$ cat src/rtl/seg_scan_pkg.sv
`default_nettype none
// +------------------------------------------------------------------+
// | seg_scan_pkg : shared types and constants for the segment scanner |
// | Rev 1.0                                                           |
// +------------------------------------------------------------------+
package seg_scan_pkg;

    typedef enum logic [1:0] {
        ST_OFF   = 2'd0,
        ST_GUARD = 2'd1,
        ST_SHOW  = 2'd2
    } scan_state_t;

    localparam logic [7:0] SEG_BLANK = 8'hFF;

    // Active-low a..g patterns, entry n holds the glyph for hex digit n.
    localparam logic [15:0][6:0] HEX_SEG_TABLE = {
        7'h0E, 7'h06, 7'h21, 7'h46, 7'h03, 7'h08, 7'h10, 7'h00,
        7'h78, 7'h02, 7'h12, 7'h19, 7'h30, 7'h24, 7'h79, 7'h40
    };

endpackage
`default_nettype wire

$ cat src/rtl/seg_scan_ctrl_if.sv
`default_nettype none
// +------------------------------------------------------------------+
// | seg_scan_ctrl_if : data load and display pins of the scanner      |
// | Rev 1.0                                                           |
// +------------------------------------------------------------------+
interface seg_scan_ctrl_if #(
    parameter int NUM_DIGITS = 4
);
    logic                      enable;
    logic                      load;
    logic [4*NUM_DIGITS-1:0]   data_in;
    logic [NUM_DIGITS-1:0]     dp_in;
    logic [7:0]                seg;
    logic [NUM_DIGITS-1:0]     an;
    logic                      frame_sync;
    logic                      pending;

    modport master (
        output enable, load, data_in, dp_in,
        input  seg, an, frame_sync, pending
    );

    modport slave (
        input  enable, load, data_in, dp_in,
        output seg, an, frame_sync, pending
    );
endinterface
`default_nettype wire

$ cat src/rtl/seg_hex_decode.sv
`default_nettype none
// +------------------------------------------------------------------+
// | seg_hex_decode : hex nibble to active-low a..g segment pattern    |
// | Rev 1.0                                                           |
// +------------------------------------------------------------------+
module seg_hex_decode
    import seg_scan_pkg::*;
(
    input  wire logic [3:0] nibble,
    output      logic [6:0] seg
);
    assign seg = HEX_SEG_TABLE[nibble];
endmodule
`default_nettype wire

$ cat src/rtl/seg_scan_ctrl.sv
`default_nettype none
// +------------------------------------------------------------------+
// | seg_scan_ctrl : multiplexed common-anode display scanner with     |
// | guard interval and frame-aligned double buffering.                |
// | Optional SEG_SCAN_LZB_EN adds leading-zero blanking.              |
// | Rev 1.0                                                           |
// +------------------------------------------------------------------+
module seg_scan_ctrl
    import seg_scan_pkg::*;
#(
    parameter int NUM_DIGITS  = 4,
    parameter int REFRESH_DIV = 50000,
    parameter int GUARD_CYC   = 500
) (
    input wire logic        clk,
    input wire logic        rst,
    seg_scan_ctrl_if.slave  bus
);
    localparam int CNT_W = $clog2(REFRESH_DIV);
    localparam int IDX_W = $clog2(NUM_DIGITS);
    localparam logic [CNT_W-1:0] C_GUARD_LAST = CNT_W'(GUARD_CYC - 1);
    localparam logic [CNT_W-1:0] C_SLOT_LAST  = CNT_W'(REFRESH_DIV - 1);
    localparam logic [IDX_W-1:0] C_IDX_LAST   = IDX_W'(NUM_DIGITS - 1);

    scan_state_t r_state, w_state_nxt;
    logic [CNT_W-1:0] r_cnt, w_cnt_nxt;
    logic [IDX_W-1:0] r_idx, w_idx_nxt;
    logic w_enter_frame;
    logic w_transfer;

    logic [NUM_DIGITS-1:0][3:0] r_pend_data, r_disp_data;
    logic [NUM_DIGITS-1:0]      r_pend_dp,   r_disp_dp;
    logic                       r_pending;
    logic [7:0]                 r_seg;
    logic [NUM_DIGITS-1:0]      r_an;
    logic                       r_frame_sync;
    logic [6:0]                 w_dec_seg;
    logic [6:0]                 w_digit_seg;

    always_ff @(posedge clk) begin
        if (rst) begin
            r_state <= ST_OFF;
            r_cnt   <= '0;
            r_idx   <= '0;
        end else begin
            r_state <= w_state_nxt;
            r_cnt   <= w_cnt_nxt;
            r_idx   <= w_idx_nxt;
        end
    end

    always_comb begin
        w_state_nxt   = r_state;
        w_cnt_nxt     = r_cnt;
        w_idx_nxt     = r_idx;
        w_enter_frame = 1'b0;
        if (!bus.enable) begin
            w_state_nxt = ST_OFF;
            w_cnt_nxt   = '0;
            w_idx_nxt   = '0;
        end else begin
            case (r_state)
                ST_OFF: begin
                    w_state_nxt   = ST_GUARD;
                    w_cnt_nxt     = '0;
                    w_idx_nxt     = '0;
                    w_enter_frame = 1'b1;
                end
                ST_GUARD: begin
                    w_cnt_nxt = r_cnt + 1'b1;
                    if (r_cnt == C_GUARD_LAST) w_state_nxt = ST_SHOW;
                end
                ST_SHOW: begin
                    if (r_cnt == C_SLOT_LAST) begin
                        w_state_nxt = ST_GUARD;
                        w_cnt_nxt   = '0;
                        if (r_idx == C_IDX_LAST) begin
                            w_idx_nxt     = '0;
                            w_enter_frame = 1'b1;
                        end else begin
                            w_idx_nxt = r_idx + 1'b1;
                        end
                    end else begin
                        w_cnt_nxt = r_cnt + 1'b1;
                    end
                end
                default: begin
                    w_state_nxt = ST_OFF;
                    w_cnt_nxt   = '0;
                    w_idx_nxt   = '0;
                end
            endcase
        end
    end

    assign w_transfer = r_pending && ((r_state == ST_OFF) || w_enter_frame);

    // A load coinciding with a transfer moves the old pending data and re-arms pending.
    always_ff @(posedge clk) begin
        if (rst) begin
            r_pend_data <= '0;
            r_pend_dp   <= '0;
            r_disp_data <= '0;
            r_disp_dp   <= '0;
            r_pending   <= 1'b0;
        end else begin
            if (w_transfer) begin
                r_disp_data <= r_pend_data;
                r_disp_dp   <= r_pend_dp;
            end
            if (bus.load) begin
                r_pend_data <= bus.data_in;
                r_pend_dp   <= bus.dp_in;
                r_pending   <= 1'b1;
            end else if (w_transfer) begin
                r_pending <= 1'b0;
            end
        end
    end

    seg_hex_decode u_hex_decode (
        .nibble (r_disp_data[r_idx]),
        .seg    (w_dec_seg)
    );

`ifdef SEG_SCAN_LZB_EN
    logic [NUM_DIGITS-1:0] r_blank;

    function automatic logic [NUM_DIGITS-1:0] lead_zero_mask(
        input logic [NUM_DIGITS-1:0][3:0] digits
    );
        logic run;
        run            = 1'b1;
        lead_zero_mask = '0;
        for (int i = NUM_DIGITS - 1; i > 0; i--) begin
            run               = run && (digits[i] == 4'h0);
            lead_zero_mask[i] = run;
        end
    endfunction

    // Reset value matches the all-zero display buffer: every digit but 0 blank.
    always_ff @(posedge clk) begin
        if (rst) begin
            r_blank <= ~NUM_DIGITS'(1);
        end else if (w_transfer) begin
            r_blank <= lead_zero_mask(r_pend_data);
        end
    end

    assign w_digit_seg = r_blank[r_idx] ? 7'h7F : w_dec_seg;
`else
    assign w_digit_seg = w_dec_seg;
`endif

    // Outputs follow the state one cycle late; dropping enable darkens them at once.
    always_ff @(posedge clk) begin
        if (rst) begin
            r_seg        <= SEG_BLANK;
            r_an         <= '1;
            r_frame_sync <= 1'b0;
        end else begin
            r_frame_sync <= bus.enable && (r_state == ST_GUARD) &&
                            (r_idx == '0) && (r_cnt == '0);
            if (bus.enable && (r_state == ST_SHOW)) begin
                r_an  <= ~(NUM_DIGITS'(1) << r_idx);
                r_seg <= {~r_disp_dp[r_idx], w_digit_seg};
            end else begin
                r_an  <= '1;
                r_seg <= SEG_BLANK;
            end
        end
    end

    assign bus.seg        = r_seg;
    assign bus.an         = r_an;
    assign bus.frame_sync = r_frame_sync;
    assign bus.pending    = r_pending;

endmodule
`default_nettype wire
$ cat src/flat_wrapper.sv
// flat-port wrapper written by rule: the top's interface ports become plain ports
module seg_scan_ctrl_flat import seg_scan_pkg::*;
#(
    parameter int NUM_DIGITS  = 4,
    parameter int REFRESH_DIV = 50000,
    parameter int GUARD_CYC   = 500
)
  (clk, rst, bus_enable, bus_load, bus_data_in, bus_dp_in, bus_seg, bus_an, bus_frame_sync, bus_pending);
  seg_scan_ctrl_if #(.NUM_DIGITS(NUM_DIGITS)) bus_i ();
  input wire logic clk;
  input wire logic rst;
  input wire logic [$bits(bus_i.enable)-1:0] bus_enable;
  input wire logic [$bits(bus_i.load)-1:0] bus_load;
  input wire logic [$bits(bus_i.data_in)-1:0] bus_data_in;
  input wire logic [$bits(bus_i.dp_in)-1:0] bus_dp_in;
  output wire logic [$bits(bus_i.seg)-1:0] bus_seg;
  output wire logic [$bits(bus_i.an)-1:0] bus_an;
  output wire logic [$bits(bus_i.frame_sync)-1:0] bus_frame_sync;
  output wire logic [$bits(bus_i.pending)-1:0] bus_pending;
  assign bus_i.enable = bus_enable;
  assign bus_i.load = bus_load;
  assign bus_i.data_in = bus_data_in;
  assign bus_i.dp_in = bus_dp_in;
  assign bus_seg = bus_i.seg;
  assign bus_an = bus_i.an;
  assign bus_frame_sync = bus_i.frame_sync;
  assign bus_pending = bus_i.pending;
  seg_scan_ctrl #(.NUM_DIGITS(NUM_DIGITS), .REFRESH_DIV(REFRESH_DIV), .GUARD_CYC(GUARD_CYC)) u_core (.clk(clk), .rst(rst), .bus(bus_i));
endmodule
$ cat config.mk
export PLATFORM = sky130hd
export DESIGN_NAME = seg_scan_ctrl_flat
export DESIGN_NICKNAME = d
export VERILOG_FILES = /design/src/rtl/seg_scan_pkg.sv /design/src/rtl/seg_scan_ctrl_if.sv /design/src/rtl/seg_hex_decode.sv /design/src/rtl/seg_scan_ctrl.sv /design/src/flat_wrapper.sv
export SDC_FILE = /design/constraint.sdc
export NUM_CORES = 1
export LEC_CHECK = 0
export CAP_MARGIN = 10
export CORE_ASPECT_RATIO = 2
export CORE_UTILIZATION = 45
export DETAILED_ROUTE_END_ITERATION = 8
export PLACE_DENSITY = 0.66
export SLEW_MARGIN = 20
export SYNTH_ARGS = -nofsm -noshare
export SYNTH_HDL_FRONTEND = slang
export SYNTH_SLANG_ARGS = --single-unit
export TNS_END_PERCENT = 1
$ cat constraint.sdc
create_clock -name clk -period 2.8 [get_ports clk]
set_input_delay 0.56 -clock clk [delete_from_list [all_inputs] [get_ports clk]]
set_output_delay 0.56 -clock clk [all_outputs]
set_load 0.02 [all_outputs]
Word level (Yosys, flattened, before mapping)
Memory sizes are Yosys's and may differ from the RTL's. A register that Yosys moved wholly into a read port is not among the register bits. Index checks and enable logic that the tools add are counted.

Bitwise gates (word level): 5. Magnitude comparators: 2. Mux-type cells: 19. $add $sub $neg: 2. Shift operators: 1. Reductions and logical operators: 14. Eq/ne operators: 7.

Operators by type and width (number): case mux 16 bit (2 select lines) (1); adder 16 x 1 -> 16 bit (second input constant) (1); equality test 16 bit (second input constant) (1); equality test 16 x 9 -> 1 bit (second input constant) (1); zero test 16 bit (1); 2-to-1 mux 16 bit (1); binary-select mux 4 bit (select 2 bit) (1); 2-to-1 mux 2 bit (4); 2-to-1 mux 7 bit (1); 2-to-1 mux 1 bit (6); case mux 2 bit (3 select lines) (1); logical AND 1 bit (5); less-than comparator 4 x 5 -> 1 bit (second input constant) (1); equality test 2 bit (second input constant) (2); zero test 2 bit (2); 2-to-1 mux 4 bit (1); inequality test 2 x 1 -> 1 bit (second input constant) (2); NOT 1 bit (4); NOT 4 bit (1); case mux 2 bit (2 select lines) (1); AND reduction 2 bit (2); OR reduction 2 bit (2); left shift 1 x 2 -> 4 bit (first input constant) (1); less-than comparator 2 x 3 -> 1 bit (second input constant) (1); 6 further kinds (6).

Output and inout bits: 14. Input bits: 24. Memories kept: 1. Word-level logic and storage cells: 68. Memory bits (read-only): 112. Flip-flop bits (word level): 74.

Memories: (no name shown) (words 16, bits a word 7, read ports 1, clocked after Yosys merged registers in 1, write ports 0, RTL line seg_hex_decode.sv:12) `assign seg = HEX_SEG_TABLE[nibble];`.

Logic depth before layout (Yosys ltp)
Gate-level depths: netlist of the first run.

Depth after elaboration: 9. Depth in mapped cells: 8. Gate-level depth less buffers: 7.

Modules after synthesis
A second synthesis of the first run with hierarchy kept.

Cells, all modules: 330. Area, all modules: 3249.4 sq um.

By module, submodules not included: seg_scan_ctrl (instances 1, cells each 298, area each 2974.1 sq um, sequential area each 1481.4 sq um); seg_hex_decode (instances 1, cells each 32, area each 275.3 sq um, sequential area each 0.0 sq um).

Worst setup path after synthesis of the first run
Ideal clock, no wire load.

Path type: reg2reg. Start: register u_core.r_idx[0]. End: register u_core.r_seg[3] (netlist: u_core.bus.seg[3]). Stages on the path, launching flop included: 8. Setup time: 0.126 ns. Arrival time: 1.968 ns. Buffers on the path: 1. Setup slack: 0.706 ns. Data required time: 2.674 ns. Clock period less this slack: 2.094 ns. Cell sequence: dfxtp_1 buf_2 mux4_2 inv_1 ha_1 inv_1 mux4_2 nand2b_1.

Word-level cells in the longest chain between the ends: 2.

RTL lines: from (decl) (RTL line seg_scan_ctrl.sv:27) `logic [IDX_W-1:0] r_idx, w_idx_nxt;`; from (signal assigned) (RTL line seg_scan_ctrl.sv:48) `r_idx <= w_idx_nxt;`; binary-select mux 4 bit (select 2 bit) (RTL line seg_scan_ctrl.sv:122) `.nibble (r_disp_data[r_idx]),`; 2-to-1 mux 4 bit (implied by the code) (RTL line seg_scan_ctrl.sv:122); to (decl) (RTL line seg_scan_ctrl.sv:34) `logic [7:0] r_seg;`.

No other way between the ends. The select of a mux whose other input is x is not followed. A chain may end at the register's enable or synchronous reset.

Worst setup path in the final report of the first run
Ends and elaborated chain as after synthesis.

==> results of run 1 <==
==> cells by family after synthesis <==
family | Yosys count
AOI/OAI and AO/OA | 21
xor gates and xnor gates | 14
adders and majority gates | 16
buffers and inverters | 31
DFF | 74
muxes | 48
and+or+nand+nor | 126
==> worst min-delay path by stage <==
stage,start,endpoint,cells after the start
final,u_core.r_cnt[0],u_core.r_cnt[0],1
after global routing,u_core.r_cnt[0],u_core.r_cnt[0],1
after CTS,u_core.r_cnt[0],u_core.r_cnt[0],1
after detailed placement,u_core.r_cnt[0],u_core.r_cnt[0],1
after global placement,u_core.r_cnt[0],u_core.r_cnt[0],1
after floorplan,u_core.r_cnt[0],u_core.r_cnt[0],1
==> final cells by class <==
class                      instances  area [µm²]  area share
clock inverter                     2        10.0     0.00251
clock buffer                      14         274      0.0687
tap                               90         113      0.0282
sequential                        74        1480       0.371
multi-input combinational        225        1650       0.413
inverter                          13        48.8      0.0122
timing repair buffer              43         415       0.104
==> critical path, cell delays in order (launching register included) <==
cell,delay [ns]
dfxtp_1,0.32
buf_4,0.15
mux4_2,0.61
inv_1,0.14
ha_1,0.17
inv_1,0.04
mux4_2,0.43
nand2b_1,0.14
==> synthesized netlist by cell type, drive strengths merged, types with 2 or more instances <==
cell    count
dfxtp      74
nand2      22
inv        13
o221ai      2
nand3      13
nor2       69
o21ai       4
o31ai       2
and4        3
a21oi       3
nor3        2
and3        2
xor2        5
o211ai      3
mux4        6
nor4        6
ha         16
mux2i      42
xnor2       9
a31oi       3
buf        10
clkbuf      8
nand2b      2
nor2b       2
nand4       2
==> per-stage QoR <==
stage / util / hold WS, ns / cells / total power, mW / setup WS [ns]
final: 0.571 / 0.459 / 461 / 2.31 / 0.665
after global routing: 0.571 / 0.506 / 461 / 2.39 / 0.504
after CTS: 0.571 / 0.466 / 461 / 2.34 / 0.628
after detailed placement: 0.530 / 0.452 / 445 / 1.26 / 0.498
after global placement: 0.530 / 0.441 / 445 / 1.26 / 0.502
after floorplan: - / 0.426 / 330 / 1.21 / 0.706
==> layer usage <==
layer | vias to the layer above | part of all wire | wire, µm
li1 | 1195 | - | -
met1 | 1099 | 0.39 | 2360
met2 | 40 | 0.55 | 3340
met3 | 15 | 0.026 | 159
met4 | 0 | 0.037 | 227
met5 | - | 0 | 0
==> sequential cells by signal, indices dropped and copies added, names as in the netlist <==
register and count:
u_core.bus.an 4, u_core.r_state 2, u_core.r_idx 2, u_core.r_disp_data 16, u_core.bus.pending 1, u_core.bus.frame_sync 1
u_core.r_cnt 16, u_core.r_disp_dp 4, u_core.bus.seg 8, u_core.r_pend_dp 4, u_core.r_pend_data 16
==> where the power goes <==
part	switching (mW)	total, mW	internal [mW]	leakage (nW)
clock	0.404	1.07	0.669	0.143
combinational	0.0648	0.143	0.0784	0.776
sequential	0.0160	1.10	1.08	0.602
total	0.484	2.31	1.83	1.52
==> run metrics, run 1 <==
status=finished clean; most frequent standard cell in the layout excluding fill and tap cells=dfxtp_1; row count=43; 1st-iter DRT viols=approximately 110; # hold bufs at CTS=0; top-area cell type share of the netlist area=0.452; Synth Area in Adders=0.0611; Most used DFF post-synth=dfxtp_1; io pins=38; die area=approximately 7600 µm²; crit path to=u_core.bus.seg[3]; largest net degree at the start of global routing=42; Worst setup startpoint=u_core.r_idx[0]; Via-to-Cell Ratio=between 5 and 6; clock-pin slew on the worst setup and hold paths=~0.050 ns; n_diodes=0; postcts setup bufs=0; xor/xnor cell area share of the yosys netlist=0.0374; Die Ht=roughly 120 µm; drt first pass iters=4; main combinational cell family by area after synthesis=simple AND/OR/NAND/NOR gates; CP Capture Type=register; Synth Area per Inst=between 9 and 10 µm²; Initial Utilization=0.468; Slew HR=0.677; share of layout cells above drive strength 1=0.0889; Syn Nets=370; total CTS buffers=9; GRT Overall Usage=0.179; Post-CTS Resized=0; worst-path fanout max=6; clock latency on the worst-skew pair=around 0.33 ns; Root Driver=clkbuf_16; worst reg2reg path depth=7; most used cells in the layout excluding fill and tap cells=dfxtp_1 (74), nor2_1 (69), mux2i_1 (42); mapped cell area=~3300 µm²; worst vdd rail ir drop=0.459 mV; final wirelength=about 6100 µm; asr flop ratio synth=0; Nets=between 400 and 500; period utilization=0.763; CTS tree=done; DRC=0; fillcell total=roughly 640; met1 usage=0.172; met2 usage=0.334; vias in the first global route=roughly 2.3k; Post-Syn Instances=330; area leader, netlist=dfxtp_1; Longest Clk Path Bufs=2; Area Overhead vs Synth=21.8%; placement-stage cell area=roughly 3700 µm²; Setup crit start kind=register; RSZ-0062 raised after global routing=false; via count=between 2k and 2.5k; DP HPWL=approximately 4400 µm; ANT nets after route=0; GRT overflow=0; PwrDens=579 nW/µm²; unique cell type count in the Yosys netlist=37; sequential fraction of the synthesis area=0.452; Most Crowded Layer GR=met2; Lkg Pwr=~1.5 nW; global-route met3 utilization=0.0381; largest cells by area after synthesis=dfxtp_1 (45%), mux2i_1 (13%), nor2_1 (7.9%); FMAX=approximately 470 MHz; critical path class=reg2reg; worst r2r src=u_core.r_idx[0]; Pins Over Slew Limit=0; initial antenna violation count=0; Fin. Hold Viols=0; H-tree Lvls=3; CP arrival=about 2.4 ns; Synth Area in Compound Gates=0.0546; setup TNS=0 ns; multiplexer share of the synthesized area=0.170; Buffers on Ports=37; GP Congestion=~0.8; wire per inst=approximately 13 µm; Worst Tran Pin Value=roughly 0.48 ns; Clock Sinks=74; EDFF count, synth=0; post-synthesis simple-gate area fraction=0.181; Final Critical Period=2.14 ns; Die W=~62 µm; setup violators final=0; Worst R2R End=u_core.bus.seg[3]; clock skew=0.00583 ns; first-pass GRT wire length=between 10000 and 15000 µm; Ys Warns=0; register-to-register setup slack=0.66 ns; maxcap violations=0; Final Instance Area=between 3000 and 4000 µm²; CORE AREA=around 7000 µm²; worst hold path type=reg2reg; synthesized flop and latch total=between 70 and 80; Critical Path RT=3.01 ns
(Power assumes the default switching activity.)
==> run 2: changes to the inputs <==
- PLACE_DENSITY: 0.66 -> 0.69
- clock period: 2.8 -> 1.75 ns (I/O delays scaled with it)
==> run 2 against run 1 <==
Effect of this change: the flow now finishes with violations (setup timing); setup slack worse by 0.88 ns; sequential share of layout area down 4.0 points; non-clock buffer count up 50; clock skew down 0.00072 ns; register-to-register slack worse by 0.88 ns; sequential power up 59%; combinational power up 86%; critical endpoint unchanged; clock power up 82%; core utilization up 7.4 points; largest power group is now the clock network; flip-flop and latch count unchanged; critical path type unchanged.
==> run metrics, run 2 (same netlist as run 1, synthesis figures left out) <==
status=finished, violations left; failing checks=setup timing; 1st-iter DRT viols=33; Longest Clk Path Bufs=2; Lkg Pwr=1.81 nW; Area Overhead vs Synth=37.5%; critical path class=reg2reg; CORE AREA=6990 µm²; internal power=3.16 mW; period utilization=1.12; worst reg2reg path depth=6; CTS tree=done; worst r2r src=u_core.r_idx[0]; placement-stage cell area=~4100 µm²; final core area utilization=0.644; CP max stage cell=mux4_2; Clock Sinks=between 70 and 80; Clk network pwr share=0.491; Critical Path RT=1.96 ns; crit-path cells=mux4_2 > inv_2 > ha_4 > inv_2 > mux4_2 > nand2b_4; Tot Pwr=between 3 and 4 mW; largest net degree at the start of global routing=42; wire per inst=13.9 µm; Min-Delay Path Depth=2; Buffers on Ports=37; vias in the first global route=2694; total CTS buffers=9; Worst Tran Pin Value=0.400 ns; Via-to-Cell Ratio=~5.0; Initial Utilization=0.468; sw frac=0.203; CP arrival=2.18 ns; DRC=0; fillcell total=600; Root Driver=clkbuf_16; most used cells in the layout excluding fill and tap cells=dfxtp_1 (71), nor2_1 (67), buf_4 (51); Die W=between 60 and 70 µm; share of layout cells above drive strength 1=0.231; Nets=roughly 460; die area=~7600 µm²; io pins=38; Final Critical Period=between 1.5 and 2 ns; hold endpoint=u_core.r_disp_data[15]; H-tree Lvls=3; drt first pass iters=4; Pins Over Slew Limit=0; sequential cell fraction of total power=0.442; most frequent standard cell in the layout excluding fill and tap cells=dfxtp_1; Cell Count, Final, Fillers Out=510; PwrDens=880 nW/µm²; final wirelength=a little over 7000 µm; DP Cell Count=about 500; final setup margin=-0.216 ns; Die Ht=between 100 and 150 µm; pre-CTS worst setup slack=-0.269 ns; ANT nets after route=0; first-pass GRT wire length=between 10000 and 15000 µm; via count=about 2.6k; register-to-register setup slack=-0.22 ns; clock-pin slew on the worst setup and hold paths=roughly 0.05 ns; power share of the combinational group=0.067; Switching Power=between 800 and 900 µW; setup TNS=-2.19 ns; slowest stage delay, CP=between 0.5 and 0.6 ns; Slew HR=0.734; Final Instance Area=about 4500 µm²; # hold bufs at CTS=0; GRT Overall Usage=0.205; Worst Hold Launch=u_core.r_disp_data[15]; setup violators final=24; clock latency on the worst-skew pair=around 0.33 ns; FMAX=roughly 510 MHz; GP Congestion=0.899; GRT overflow=0; Largest regs=u_core.r_cnt x16, u_core.r_disp_data x16, u_core.r_pend_data x16; Setup crit start kind=register; initial antenna violation count=0; worst-path fanout max=5; worst vdd rail ir drop=just under 0.7 mV; row count=between 40 and 50; DP HPWL=5340 µm; clock skew=around 0.0051 ns; n_diodes=0; Fin. Hold Viols=0; worst hold path type=reg2reg; Worst R2R End=u_core.bus.seg[3]; maxcap violations=0; worst hold slack=~0.49 ns; RSZ-0062 raised after global routing=true; CP Capture Type=register
## run 2: cell count changes in the layout (fill, tap and decap cells not counted), sizes merged
cell      delta
buf         +50
clkbuf       -3
bufinv       +2
clkinv       -1
clkinvlp     +1
## run 2: worst max-delay path by stage
stage	startpoint	endpoint	slack, ns	cells past startpoint
floorplan	u_core.r_idx[0]	u_core.bus.seg[3]	-0.22	7
finish	u_core.r_idx[0]	u_core.bus.seg[3]	-0.22	6
detailed placement	bus_enable	u_core.r_disp_data[9]	-0.27	7
CTS	u_core.r_idx[0]	u_core.bus.seg[3]	-0.18	6
global route	u_core.r_idx[0]	u_core.bus.seg[3]	-0.28	6
global placement	bus_enable	u_core.r_disp_data[4]	-0.21	7
## run 2: power groups by stage
| stage | Combinational [mW] | Sequential [mW] | Clock [mW] |
|---|---|---|---|
| 2_1_floorplan | 0.154 | 1.78 | 0 |
| 3_3_place_gp | 0.255 | 1.79 | 0 |
| 3_5_place_dp | 0.262 | 1.79 | 0 |
| 4_1_cts | 0.266 | 1.75 | 1.99 |
| 5_1_grt | 0.289 | 1.76 | 2.06 |
| 6_report | 0.266 | 1.75 | 1.95 |
## run 2: final cells by class
class | count | area, µm² | share of cell area
Tap cell | 90 | 113 | 0.0250
Multi-Input combinational cell | 225 | 1710 | 0.379
Sequential cell | 74 | 1490 | 0.331
Clock inverter | 4 | 76.3 | 0.0169
Clock buffer | 11 | 243 | 0.0539
Inverter | 13 | 48.8 | 0.0108
Timing Repair Buffer | 93 | 827 | 0.184
## run 2: metal layers
metal | wire length (µm) | vias up | track usage
li1 | - | 1288 | -
met2 | 4160 | 53 | 0.410
met3 | 176 | 21 | 0.0493
met5 | 0 | - | 0
met4 | 260 | 0 | 0.125
met1 | 2500 | 1204 | 0.178
## run 2: critical path, delay by kind of cell (launching register included)
kind | cells | cell delay [ns]
flip-flops | 1 | 0.38
buffers and inverters | 2 | 0.14
multiplexers | 2 | 1.03
adder cells (fa/ha/maj) | 1 | 0.14
AND/OR/NAND/NOR | 1 | 0.16
## run 2: timing repair
item | 4_1_cts | 5_1_grt
gates cloned | 0 | 0
pin swaps | 3 | 6
setup endpoints to repair | 44 | 45
resized for setup | 9 | 9
buffers inserted | 0 | 0
==> run 3: changes to the inputs <==
- CTS_CLUSTER_DIAMETER: unset -> 200
- SLEW_MARGIN: 20 -> unset
==> results of run 3 <==
Final layout, timing and power as in run 2 (identical DEF).
